[config.mk]
export PLATFORM = sky130hd
export DESIGN_NAME = rr_burst_scheduler
export DESIGN_NICKNAME = d
export VERILOG_FILES = /design/src/rtl/rr_burst_sched_pkg.sv /design/src/rtl/rr_burst_scheduler_select.sv /design/src/rtl/rr_burst_scheduler.sv
export SDC_FILE = /design/constraint.sdc
export NUM_CORES = 1
export LEC_CHECK = 0
export CAP_MARGIN = 20
export CORE_ASPECT_RATIO = 1.5
export CORE_MARGIN = 2
export CORE_UTILIZATION = 30
export CTS_CLUSTER_SIZE = 40
export DETAILED_ROUTE_END_ITERATION = 10
export DONT_BUFFER_PORTS = 1
export SLEW_MARGIN = 10
export SYNTH_ARGS = -nofsm -noshare
export SYNTH_HDL_FRONTEND = slang
export SYNTH_HIERARCHICAL = 1
export SYNTH_SLANG_ARGS = --single-unit
[constraint.sdc]
create_clock -name clk -period 3.35 [get_ports clk]
set_input_delay 0.5025 -clock clk [delete_from_list [all_inputs] [get_ports clk]]
set_output_delay 0.5025 -clock clk [all_outputs]
set_load 0.05 [all_outputs]
[src/rtl/rr_burst_sched_pkg.sv]
`default_nettype none
// ============================================================================
// Module   : rr_burst_sched_pkg
// Purpose  : Shared types and helpers for the round-robin burst scheduler.
//            - state_t  : scheduler FSM encoding (IDLE, BURST, GAP)
//            - clip_len : converts a "length minus one" field to a beat count
//                         clipped to an upper bound
// Revision : 1.0 - initial release
// ============================================================================
package rr_burst_sched_pkg;

    typedef enum logic [1:0] {
        IDLE  = 2'd0,
        BURST = 2'd1,
        GAP   = 2'd2
    } state_t;

    // Evaluated in 32 bits so len = all-ones of a narrow field cannot wrap
    // to zero when the +1 is applied.
    function automatic int unsigned clip_len(input int unsigned len,
                                             input int unsigned max);
        int unsigned beats;
        beats = len + 32'd1;
        return (beats > max) ? max : beats;
    endfunction

endpackage
`default_nettype wire

[src/rtl/rr_burst_scheduler_select.sv]
`default_nettype none
// ============================================================================
// Module   : rr_select
// Purpose  : Combinational masked-priority pick for round-robin arbitration.
//            Prefers the lowest requesting port with index above 'last';
//            falls back to the lowest requesting port overall.
// Ports    : request    - per-port request vector
//            last       - index of the most recently granted port
//            winner     - one-hot winning port
//            winner_idx - encoded winning port
//            valid      - any port requesting
// Revision : 1.0 - initial release
// ============================================================================
module rr_select
    import rr_burst_sched_pkg::*;
#(
    parameter  int PORTS   = 4,
    localparam int C_IDX_W = $clog2(PORTS)
) (
    input  logic [PORTS-1:0]   request,
    input  logic [C_IDX_W-1:0] last,
    output logic [PORTS-1:0]   winner,
    output logic [C_IDX_W-1:0] winner_idx,
    output logic               valid
);

    logic w_found;

    always_comb begin
        winner     = '0;
        winner_idx = '0;
        valid      = |request;
        w_found    = 1'b0;
        // First pass: ports strictly above the previous winner.
        for (int i = 0; i < PORTS; i++) begin
            if (!w_found && request[i] && (i > int'(last))) begin
                winner[i]  = 1'b1;
                winner_idx = C_IDX_W'(i);
                w_found    = 1'b1;
            end
        end
        // Second pass: wrap around to the lowest requester.
        for (int i = 0; i < PORTS; i++) begin
            if (!w_found && request[i]) begin
                winner[i]  = 1'b1;
                winner_idx = C_IDX_W'(i);
                w_found    = 1'b1;
            end
        end
    end

endmodule
`default_nettype wire

[src/rtl/rr_burst_scheduler.sv]
`default_nettype none
// ============================================================================
// Module   : rr_burst_scheduler
// Purpose  : Shares one beat-oriented resource between PORTS requesters.
//            Grants one port at a time (round-robin), holds the grant until
//            all beats of its burst are acknowledged, then spends one GAP
//            cycle (burst_done pulse) before re-arbitrating.
// Ports    : clk, rst (async, active-high)
//            request[PORTS], req_len[PORTS*LEN_W] (length minus one per port)
//            beat_ack        - resource accepted one beat this cycle
//            grant, grant_valid, grant_encoded - registered grant
//            beats_left      - beats remaining including the current one
//            burst_done      - pulse in the gap cycle after a burst
//            timeout         - pulse with burst_done on a watchdog abort
// Config   : `define RR_BURST_SCHED_WATCHDOG_EN enables the stall watchdog;
//            without it timeout is tied 0 and a stalled burst holds grant.
// Revision : 1.0 - initial release
// ============================================================================
module rr_burst_scheduler
    import rr_burst_sched_pkg::*;
#(
    parameter  int PORTS     = 4,
    parameter  int LEN_W     = 8,
    parameter  int MAX_BURST = 16,
    parameter  int TIMEOUT   = 256,
    localparam int C_IDX_W   = $clog2(PORTS)
) (
    input  logic                   clk,
    input  logic                   rst,
    input  logic [PORTS-1:0]       request,
    input  logic [PORTS*LEN_W-1:0] req_len,
    input  logic                   beat_ack,
    output logic [PORTS-1:0]       grant,
    output logic                   grant_valid,
    output logic [C_IDX_W-1:0]     grant_encoded,
    output logic [LEN_W-1:0]       beats_left,
    output logic                   burst_done,
    output logic                   timeout
);

    if (PORTS < 2 || MAX_BURST < 1 || TIMEOUT < 1) begin : g_param_check
        $error("rr_burst_scheduler: illegal parameter combination");
    end

    // Beat count is one bit wider than the length field so that a full
    // 2^LEN_W burst is representable.
    state_t             r_state,    w_state_nxt;
    logic [PORTS-1:0]   r_grant,    w_grant_nxt;
    logic [C_IDX_W-1:0] r_grant_idx, w_idx_nxt;
    logic [LEN_W:0]     r_beats,    w_beats_nxt;
    logic [C_IDX_W-1:0] r_last,     w_last_nxt;
    logic               r_done,     w_done_nxt;
    logic               r_timeout,  w_timeout_nxt;

    logic [PORTS-1:0]   w_sel_onehot;
    logic [C_IDX_W-1:0] w_sel_idx;
    logic               w_sel_valid;
    logic [LEN_W-1:0]   w_sel_len;
    logic [LEN_W:0]     w_clip;

`ifdef RR_BURST_SCHED_WATCHDOG_EN
    localparam int C_WD_W = $clog2(TIMEOUT + 1);
    logic [C_WD_W-1:0] r_wd_cnt, w_wd_nxt;
`endif

    rr_select #(
        .PORTS (PORTS)
    ) u_select (
        .request    (request),
        .last       (r_last),
        .winner     (w_sel_onehot),
        .winner_idx (w_sel_idx),
        .valid      (w_sel_valid)
    );

    assign w_sel_len = req_len[int'(w_sel_idx)*LEN_W +: LEN_W];
    assign w_clip    = (LEN_W+1)'(clip_len(32'(w_sel_len), MAX_BURST));

    always_comb begin
        w_state_nxt   = r_state;
        w_grant_nxt   = r_grant;
        w_idx_nxt     = r_grant_idx;
        w_beats_nxt   = r_beats;
        w_last_nxt    = r_last;
        w_done_nxt    = 1'b0;
        w_timeout_nxt = 1'b0;
`ifdef RR_BURST_SCHED_WATCHDOG_EN
        w_wd_nxt      = r_wd_cnt;
`endif
        case (r_state)
            IDLE: begin
                if (w_sel_valid) begin
                    w_state_nxt = BURST;
                    w_grant_nxt = w_sel_onehot;
                    w_idx_nxt   = w_sel_idx;
                    w_beats_nxt = w_clip;
                    w_last_nxt  = w_sel_idx;
`ifdef RR_BURST_SCHED_WATCHDOG_EN
                    w_wd_nxt    = '0;
`endif
                end
            end
            BURST: begin
                // An ack always takes priority over a watchdog expiry.
                if (beat_ack) begin
`ifdef RR_BURST_SCHED_WATCHDOG_EN
                    w_wd_nxt = '0;
`endif
                    if (r_beats == (LEN_W+1)'(1)) begin
                        w_state_nxt = GAP;
                        w_grant_nxt = '0;
                        w_idx_nxt   = '0;
                        w_beats_nxt = '0;
                        w_done_nxt  = 1'b1;
                    end else begin
                        w_beats_nxt = r_beats - (LEN_W+1)'(1);
                    end
                end
`ifdef RR_BURST_SCHED_WATCHDOG_EN
                // Abort on the edge where the idle count would reach TIMEOUT,
                // so grant is held for exactly TIMEOUT ack-less cycles.
                else if (r_wd_cnt == C_WD_W'(TIMEOUT - 1)) begin
                    w_state_nxt   = GAP;
                    w_grant_nxt   = '0;
                    w_idx_nxt     = '0;
                    w_beats_nxt   = '0;
                    w_done_nxt    = 1'b1;
                    w_timeout_nxt = 1'b1;
                end else begin
                    w_wd_nxt = r_wd_cnt + C_WD_W'(1);
                end
`endif
            end
            GAP: begin
                w_state_nxt = IDLE;
            end
            default: begin
                w_state_nxt = IDLE;
            end
        endcase
    end

    always_ff @(posedge clk or posedge rst) begin
        if (rst) begin
            r_state     <= IDLE;
            r_grant     <= '0;
            r_grant_idx <= '0;
            r_beats     <= '0;
            r_last      <= C_IDX_W'(PORTS - 1);
            r_done      <= 1'b0;
            r_timeout   <= 1'b0;
`ifdef RR_BURST_SCHED_WATCHDOG_EN
            r_wd_cnt    <= '0;
`endif
        end else begin
            r_state     <= w_state_nxt;
            r_grant     <= w_grant_nxt;
            r_grant_idx <= w_idx_nxt;
            r_beats     <= w_beats_nxt;
            r_last      <= w_last_nxt;
            r_done      <= w_done_nxt;
            r_timeout   <= w_timeout_nxt;
`ifdef RR_BURST_SCHED_WATCHDOG_EN
            r_wd_cnt    <= w_wd_nxt;
`endif
        end
    end

    assign grant         = r_grant;
    assign grant_valid   = |r_grant;
    assign grant_encoded = r_grant_idx;
    // A full 2^LEN_W count does not fit the port; it reads as all-ones.
    assign beats_left    = r_beats[LEN_W] ? {LEN_W{1'b1}} : r_beats[LEN_W-1:0];
    assign burst_done    = r_done;
    assign timeout       = r_timeout;

endmodule
`default_nettype wire
==> results.sh, run 1 <==
export IMPL_slew_headroom=0.473
export IMPL_die_w_um=62.6
export IMPL_postCtsSetupBuffers=0
export IMPL_async_flop_share=1.00
export IMPL_clock_sinks=20
export IMPL_fill_cells=566
export IMPL_post_cts_resized=0
export IMPL_grt_max_degree=21
export IMPL_dpl_hpwl_um=2980
export IMPL_overflow=0
export IMPL_final_min_clock_period_ns=3.03
export IMPL_grt_pass1_wl_um=6150
export IMPL_htreeDepth=1
export IMPL_cp_num_cells=9
export IMPL_cpLargestDelayFamily="multiplexers"
export IMPL_insertion_delay_ns=0.26
export IMPL_rsz0062_at_grt="no"
export IMPL_syn_num_nets=217
export IMPL_critPathCaptureType="flip-flop"
export IMPL_synthToLayoutAreaGrowth_pct=7.19
export IMPL_syn_instance_count=174
export IMPL_synth_edf_count=0
export IMPL_path_cells="and2b_4 -> nor3_1 -> o32ai_2 -> mux4_1 -> ha_1 -> nand2b_1 -> mux2i_2 -> nand3b_1 -> a221o_1"
export IMPL_ctsRootBufferMaster="clkbuf_8"
export IMPL_crit_required_ns=3.50
export IMPL_start_util=0.307
export IMPL_crit_path_max_incr_delay_ns=0.58
export IMPL_drc=0
export IMPL_grt_pass1_vias=1325
export IMPL_startpoint_type="flip-flop"
export IMPL_status="completed"
export IMPL_maxCapViolations=0
export IMPL_synth_area_leaders="dfrtp_1 29%, mux4_1 5.1%, nand2_1 4.9%, mux4_2 4.4%, nor2_1 4.1%"
export IMPL_dp_cells=238
export IMPL_grt_usage=0.133
export IMPL_antenna_left=0
export IMPL_num_rows=32
export IMPL_drt_initial_drc_count=28
export IMPL_yosysSeqAreaShare=0.325
export IMPL_path_class="flip-flop to flip-flop"
export IMPL_hold_buffers=0
export IMPL_cellLeakagePower_uw=0.000684
export IMPL_cp_arrival_ns=3.18
export IMPL_hold_viol_final=0
export IMPL_post_place_ws_ns=0.236
export IMPL_vdd_drop_max_v=0.000377
export IMPL_ys_types=53
export IMPL_period_share=0.906
export IMPL_ioPinCount=56
export IMPL_ys_warnings_count=6
export IMPL_synth_top_cell_by_area="dfrtp_1"
export IMPL_avgViaCountPerCell=5.44
export IMPL_clk_pin_slew_worst_paths_ns=0.08
export IMPL_worst_pin_slew_ns=0.789
export IMPL_synth_seq_cells=20
export IMPL_reg2reg_depth=9
export IMPL_final_nets=218
export IMPL_setup_violations_final=0
export IMPL_mappedNetlistArea_um2=1550
export IMPL_max_freq_mhz=330
export IMPL_antennaDiodeCount=0
export IMPL_dr_pass1_iters=4
export IMPL_dieArea_um2=5760
export IMPL_critical_path_max_fanout=6
export IMPL_setup_slack_ns=0.316
export IMPL_finalWirelength_um=3730
export IMPL_portBuffers=0
export IMPL_avgSynthCellArea_um2=8.90
export IMPL_drive_gt1_frac=0.167
export IMPL_antenna_found_initial=0
export IMPL_cts_buffers=3
export IMPL_cts_tree="done"
export IMPL_die_height_um=92.0
export IMPL_critPathSlowestCell="dfstp_2"
export IMPL_power_density_nw_per_um2=1070
export IMPL_slew_viol_final=0
export IMPL_finClkSkew_ns=0.00539
export IMPL_coreArea_um2=5040
export IMPL_stdcell_count=242
export IMPL_place_congestion=0.775
export IMPL_clockBufferDepth=2
export IMPL_vias=1316
export IMPL_synthFlopType="dfrtp_1"
export IMPL_path_buf_inv=0
export IMPL_postLayoutCoreUtil=0.329
export IMPL_wire_per_inst_um=15.4
export IMPL_min_path_type="input port to asynchronous set/reset pin"
export IMPL_tns_ns=0
export IMPL_synth_top_area_share=0.291
layout make-up:
| class | instances | area [um^2] | area share |
|---|---|---|---|
| multi-input combinational | 140 | 977 | 0.589 |
| sequential | 20 | 503 | 0.303 |
| tap | 68 | 85.1 | 0.0513 |
| clock buffer | 4 | 45.0 | 0.0271 |
| inverter | 7 | 26.3 | 0.0158 |
| timing repair buffer | 3 | 22.5 | 0.0136 |
cells in the final DEF (no fill, tap or decap), types with 2 or more instances in the layout:
cell,count
o31ai_1,2
or2_2,7
xnor2_1,3
ha_1,4
a211oi_1,2
nand3_1,10
o21ai_0,9
clkbuf_8,3
nor2b_1,3
nand2_1,20
mux4_1,3
buf_4,3
a21o_1,2
mux2_2,2
dfstp_2,2
nand2b_1,7
a21oi_1,9
and3_1,2
dfrtp_1,18
mux4_2,3
nor3_1,6
nor2_1,17
nand3b_1,2
o22ai_1,2
o221a_2,2
inv_1,7
path summary, 6_finish.rpt:
path / slack, ns / start / endpoint
min: 0.27 / rst / grant[2]$_DFFE_PP0P_
min in group clk: 0.43 / beat_ack / r_state[1]$_DFFE_PP0P_
max: 0.32 / r_last[0]$_DFFE_PP1P_ / r_beats[4]$_DFFE_PP0P_
max reg2reg: 0.32 / r_last[0]$_DFFE_PP1P_ / r_beats[4]$_DFFE_PP0P_
min reg2reg: 0.55 / r_beats[4]$_DFFE_PP0P_ / r_beats[4]$_DFFE_PP0P_
max in group asynchronous: 2.58 / rst / r_beats[0]$_DFFE_PP0P_
metrics by stage:
step / cell area [um^2] / power (uW) / hold WS, ns
global route: 1660 / 1910 / 0.322
finish: 1660 / 1770 / 0.269
detailed placement: 1610 / 1620 / 0.526
global placement: 1610 / 1610 / 0.533
floorplan: 1550 / 1450 / 0.465
CTS: 1660 / 1790 / 0.306
cell usage after synthesis (2+ instances only):
cell,instances
mux4_1,3
or2_2,7
o21ai_0,9
xnor2_1,3
ha_1,4
o31ai_1,2
nand2b_1,7
mux2_2,2
nand2_1,20
dfstp_2,2
a21oi_1,9
o221a_2,2
nor2_1,17
and3_1,2
clkbuf_1,2
dfrtp_1,18
nor2b_1,3
nand3b_1,2
nor3_1,6
a211oi_1,2
mux4_2,3
inv_1,7
o22ai_1,2
a21o_1,2
nand3_1,10
routing by layer:
layer / vias to the layer above / share of wire / track usage
met5: - / 0 / 0
met4: 0 / 0.020 / 0.0537
met3: 6 / 0.036 / 0.0209
met2: 30 / 0.53 / 0.235
met1: 645 / 0.41 / 0.160
li1: 635 / - / -
kinds of logic (layout without fill, tap and decap cells):
kind of cell             count (synthesis)  after routing  synth area share
AND/OR/NAND/NOR                         82             82             0.272
AO/OA/AOI/OAI                           41             41             0.184
flip-flops                              20             20             0.325
buffers and inverters                   14             14            0.0485
multiplexers                             9              9             0.118
adder cells (fa/ha/maj)                  4              4            0.0323
XOR/XNOR                                 3              3            0.0170
other                                    1              1           0.00242
registers in the layout, indices dropped and copies added, names as in the netlist:
signal	flops
grant_encoded	2
burst_done	1
r_beats	9
r_state	2
grant	4
r_last	2
where the power goes:
group | switching (uW) | internal (uW)
Clock | 81.8 | 84.7
Combinational | 666 | 385
Sequential | 211 | 345
worst reg2reg max path, cell delays in order (launching register included):
cell and delay [ns]:
dfstp_2 0.58, and2b_4 0.21, nor3_1 0.21, o32ai_2 0.18
mux4_1 0.57, ha_1 0.28, nand2b_1 0.17, mux2i_2 0.25
nand3b_1 0.12, a221o_1 0.34
Power figures use the tool's default switching activity.
==> inputs of run 2 (changes only) <==
--- a/config.mk
+++ b/config.mk
@@ -6,7 +6,7 @@
 export NUM_CORES = 1
 export LEC_CHECK = 0
 export CAP_MARGIN = 20
-export CORE_ASPECT_RATIO = 1.5
+export CORE_ASPECT_RATIO = 1.4
 export CORE_MARGIN = 2
 export CORE_UTILIZATION = 30
 export CTS_CLUSTER_SIZE = 40
==> results.sh, run 2 (same netlist as run 1, synthesis figures left out) <==
export IMPL_status="completed"
export IMPL_grt_pass1_vias=1280
export IMPL_post_cts_resized=0
export IMPL_min_path_type="input port to asynchronous set/reset pin"
export IMPL_maxCapViolations=0
export IMPL_num_rows=30
export IMPL_cpLargestDelayFamily="multiplexers"
export IMPL_rsz0062_at_grt="no"
export IMPL_slew_headroom=0.486
export IMPL_cellLeakagePower_uw=0.000685
export IMPL_drc=0
export IMPL_coreArea_um2=4920
export IMPL_grt_pass1_wl_um=6330
export IMPL_dr_pass1_iters=4
export IMPL_final_cell_mix="20 x nand2_1, 18 x dfrtp_1, 17 x nor2_1, 10 x nand3_1"
export IMPL_whs_ns=0.266
export IMPL_crit_path_max_incr_delay_ns=0.58
export IMPL_vias=1280
export IMPL_path_buf_inv=0
export IMPL_period_share=0.922
export IMPL_grt_max_degree=21
export IMPL_critPathSlowestCell="dfstp_2"
export IMPL_max_freq_mhz=324
export IMPL_path_cells="and2b_4 -> nor3_1 -> o32ai_2 -> mux4_1 -> ha_1 -> nand2b_1 -> mux2i_2 -> nand3b_1 -> a221o_1"
export IMPL_htreeDepth=1
export IMPL_start_util=0.315
export IMPL_critical_path_max_fanout=6
export IMPL_final_common_cell="nand2_1"
export IMPL_finalWirelength_um=3680
export IMPL_final_nets=217
export IMPL_largest_reg_flops=9
export IMPL_overflow=0
export IMPL_worst_pin_slew_ns=0.770
export IMPL_die_height_um=89.0
export IMPL_ctsRootBufferMaster="clkbuf_8"
export IMPL_hold_viol_final=0
export IMPL_setup_violations_final=0
export IMPL_grt_usage=0.140
export IMPL_postCtsSetupBuffers=0
export IMPL_crit_required_ns=3.50
export IMPL_cts_tree="done"
export IMPL_drt_initial_drc_count=79
export IMPL_dieArea_um2=5760
export IMPL_finClkSkew_ns=0.00543
export IMPL_path_class="flip-flop to flip-flop"
export IMPL_startpoint_type="flip-flop"
export IMPL_avgViaCountPerCell=5.40
export IMPL_top_register="r_beats"
export IMPL_total_power_uw=1790
export IMPL_final_min_clock_period_ns=3.09
export IMPL_die_w_um=64.7
export IMPL_antenna_left=0
export IMPL_critPathCaptureType="flip-flop"
export IMPL_antennaDiodeCount=0
export IMPL_slew_viol_final=0
export IMPL_clockBufferDepth=2
export IMPL_stdcell_count=237
export IMPL_clk_pin_slew_worst_paths_ns=0.08
export IMPL_drive_gt1_frac=0.168
export IMPL_tns_ns=0
export IMPL_dp_cells=233
export IMPL_cp_arrival_ns=3.24
export IMPL_ioPinCount=56
export IMPL_wire_per_inst_um=15.5
export IMPL_place_congestion=0.812
export IMPL_clock_sinks=20
export IMPL_antenna_found_initial=0
export IMPL_power_density_nw_per_um2=1080
export IMPL_dpl_hpwl_um=2920
export IMPL_insertion_delay_ns=0.26
export IMPL_synthToLayoutAreaGrowth_pct=7.03
export IMPL_vdd_drop_max_v=0.000492
export IMPL_cts_buffers=3
export IMPL_hold_buffers=0
export IMPL_portBuffers=0
[run 2: cell types whose count changed in the layout (fill, tap and decap cells not counted), sizes merged]
cell | previous run | this run
buf | 3 | 2
[run 2: cell type report]
type	instances	area (um^2)
fillers	507	3260
repair buffers	2	15.0
clock buffers	4	55.1
inverters	7	26.3
flip-flops and latches	20	503
well taps	64	80.1
multi-input cells	140	977
[run 2: per-stage QoR]
stage / utilization / instance area, um^2 / setup WS (ns)
after floorplan: - / 1550 / 0.361
after global placement: 0.326 / 1600 / 0.273
after detailed placement: 0.326 / 1600 / 0.195
after CTS: 0.337 / 1660 / 0.257
after global routing: 0.337 / 1660 / 0.0756
final: 0.337 / 1660 / 0.261
[run 2: final timing paths]
kind / to / depth (start not counted) / slack [ns] / start
min in group clk: r_state[1]$_DFFE_PP0P_ / 2 / 0.43 / beat_ack
max in group asynchronous: grant[1]$_DFFE_PP0P_ / 1 / 2.60 / rst
min reg2reg: r_beats[6]$_DFFE_PP0P_ / 1 / 0.56 / r_beats[6]$_DFFE_PP0P_
max: r_beats[4]$_DFFE_PP0P_ / 9 / 0.26 / r_last[0]$_DFFE_PP1P_
min: grant_encoded[0]$_DFFE_PP0P_ / 1 / 0.27 / rst
max reg2reg: r_beats[4]$_DFFE_PP0P_ / 9 / 0.26 / r_last[0]$_DFFE_PP1P_
[run 2: where the power goes]
part           leakage (uW)  switching (uW)  total (uW)  internal (uW)
clock network     0.0000288            82.7         187            105
logic              0.000415             666        1040            379
registers          0.000242             210         555            345
[run 2: per-layer routing]
metal  track usage  wire length (um)  vias up
met5             0                 0        -
met4        0.0445                51        0
met3        0.0327               166        6
met2         0.247              1910       27
met1         0.168              1550      609
li1              -                 -      638
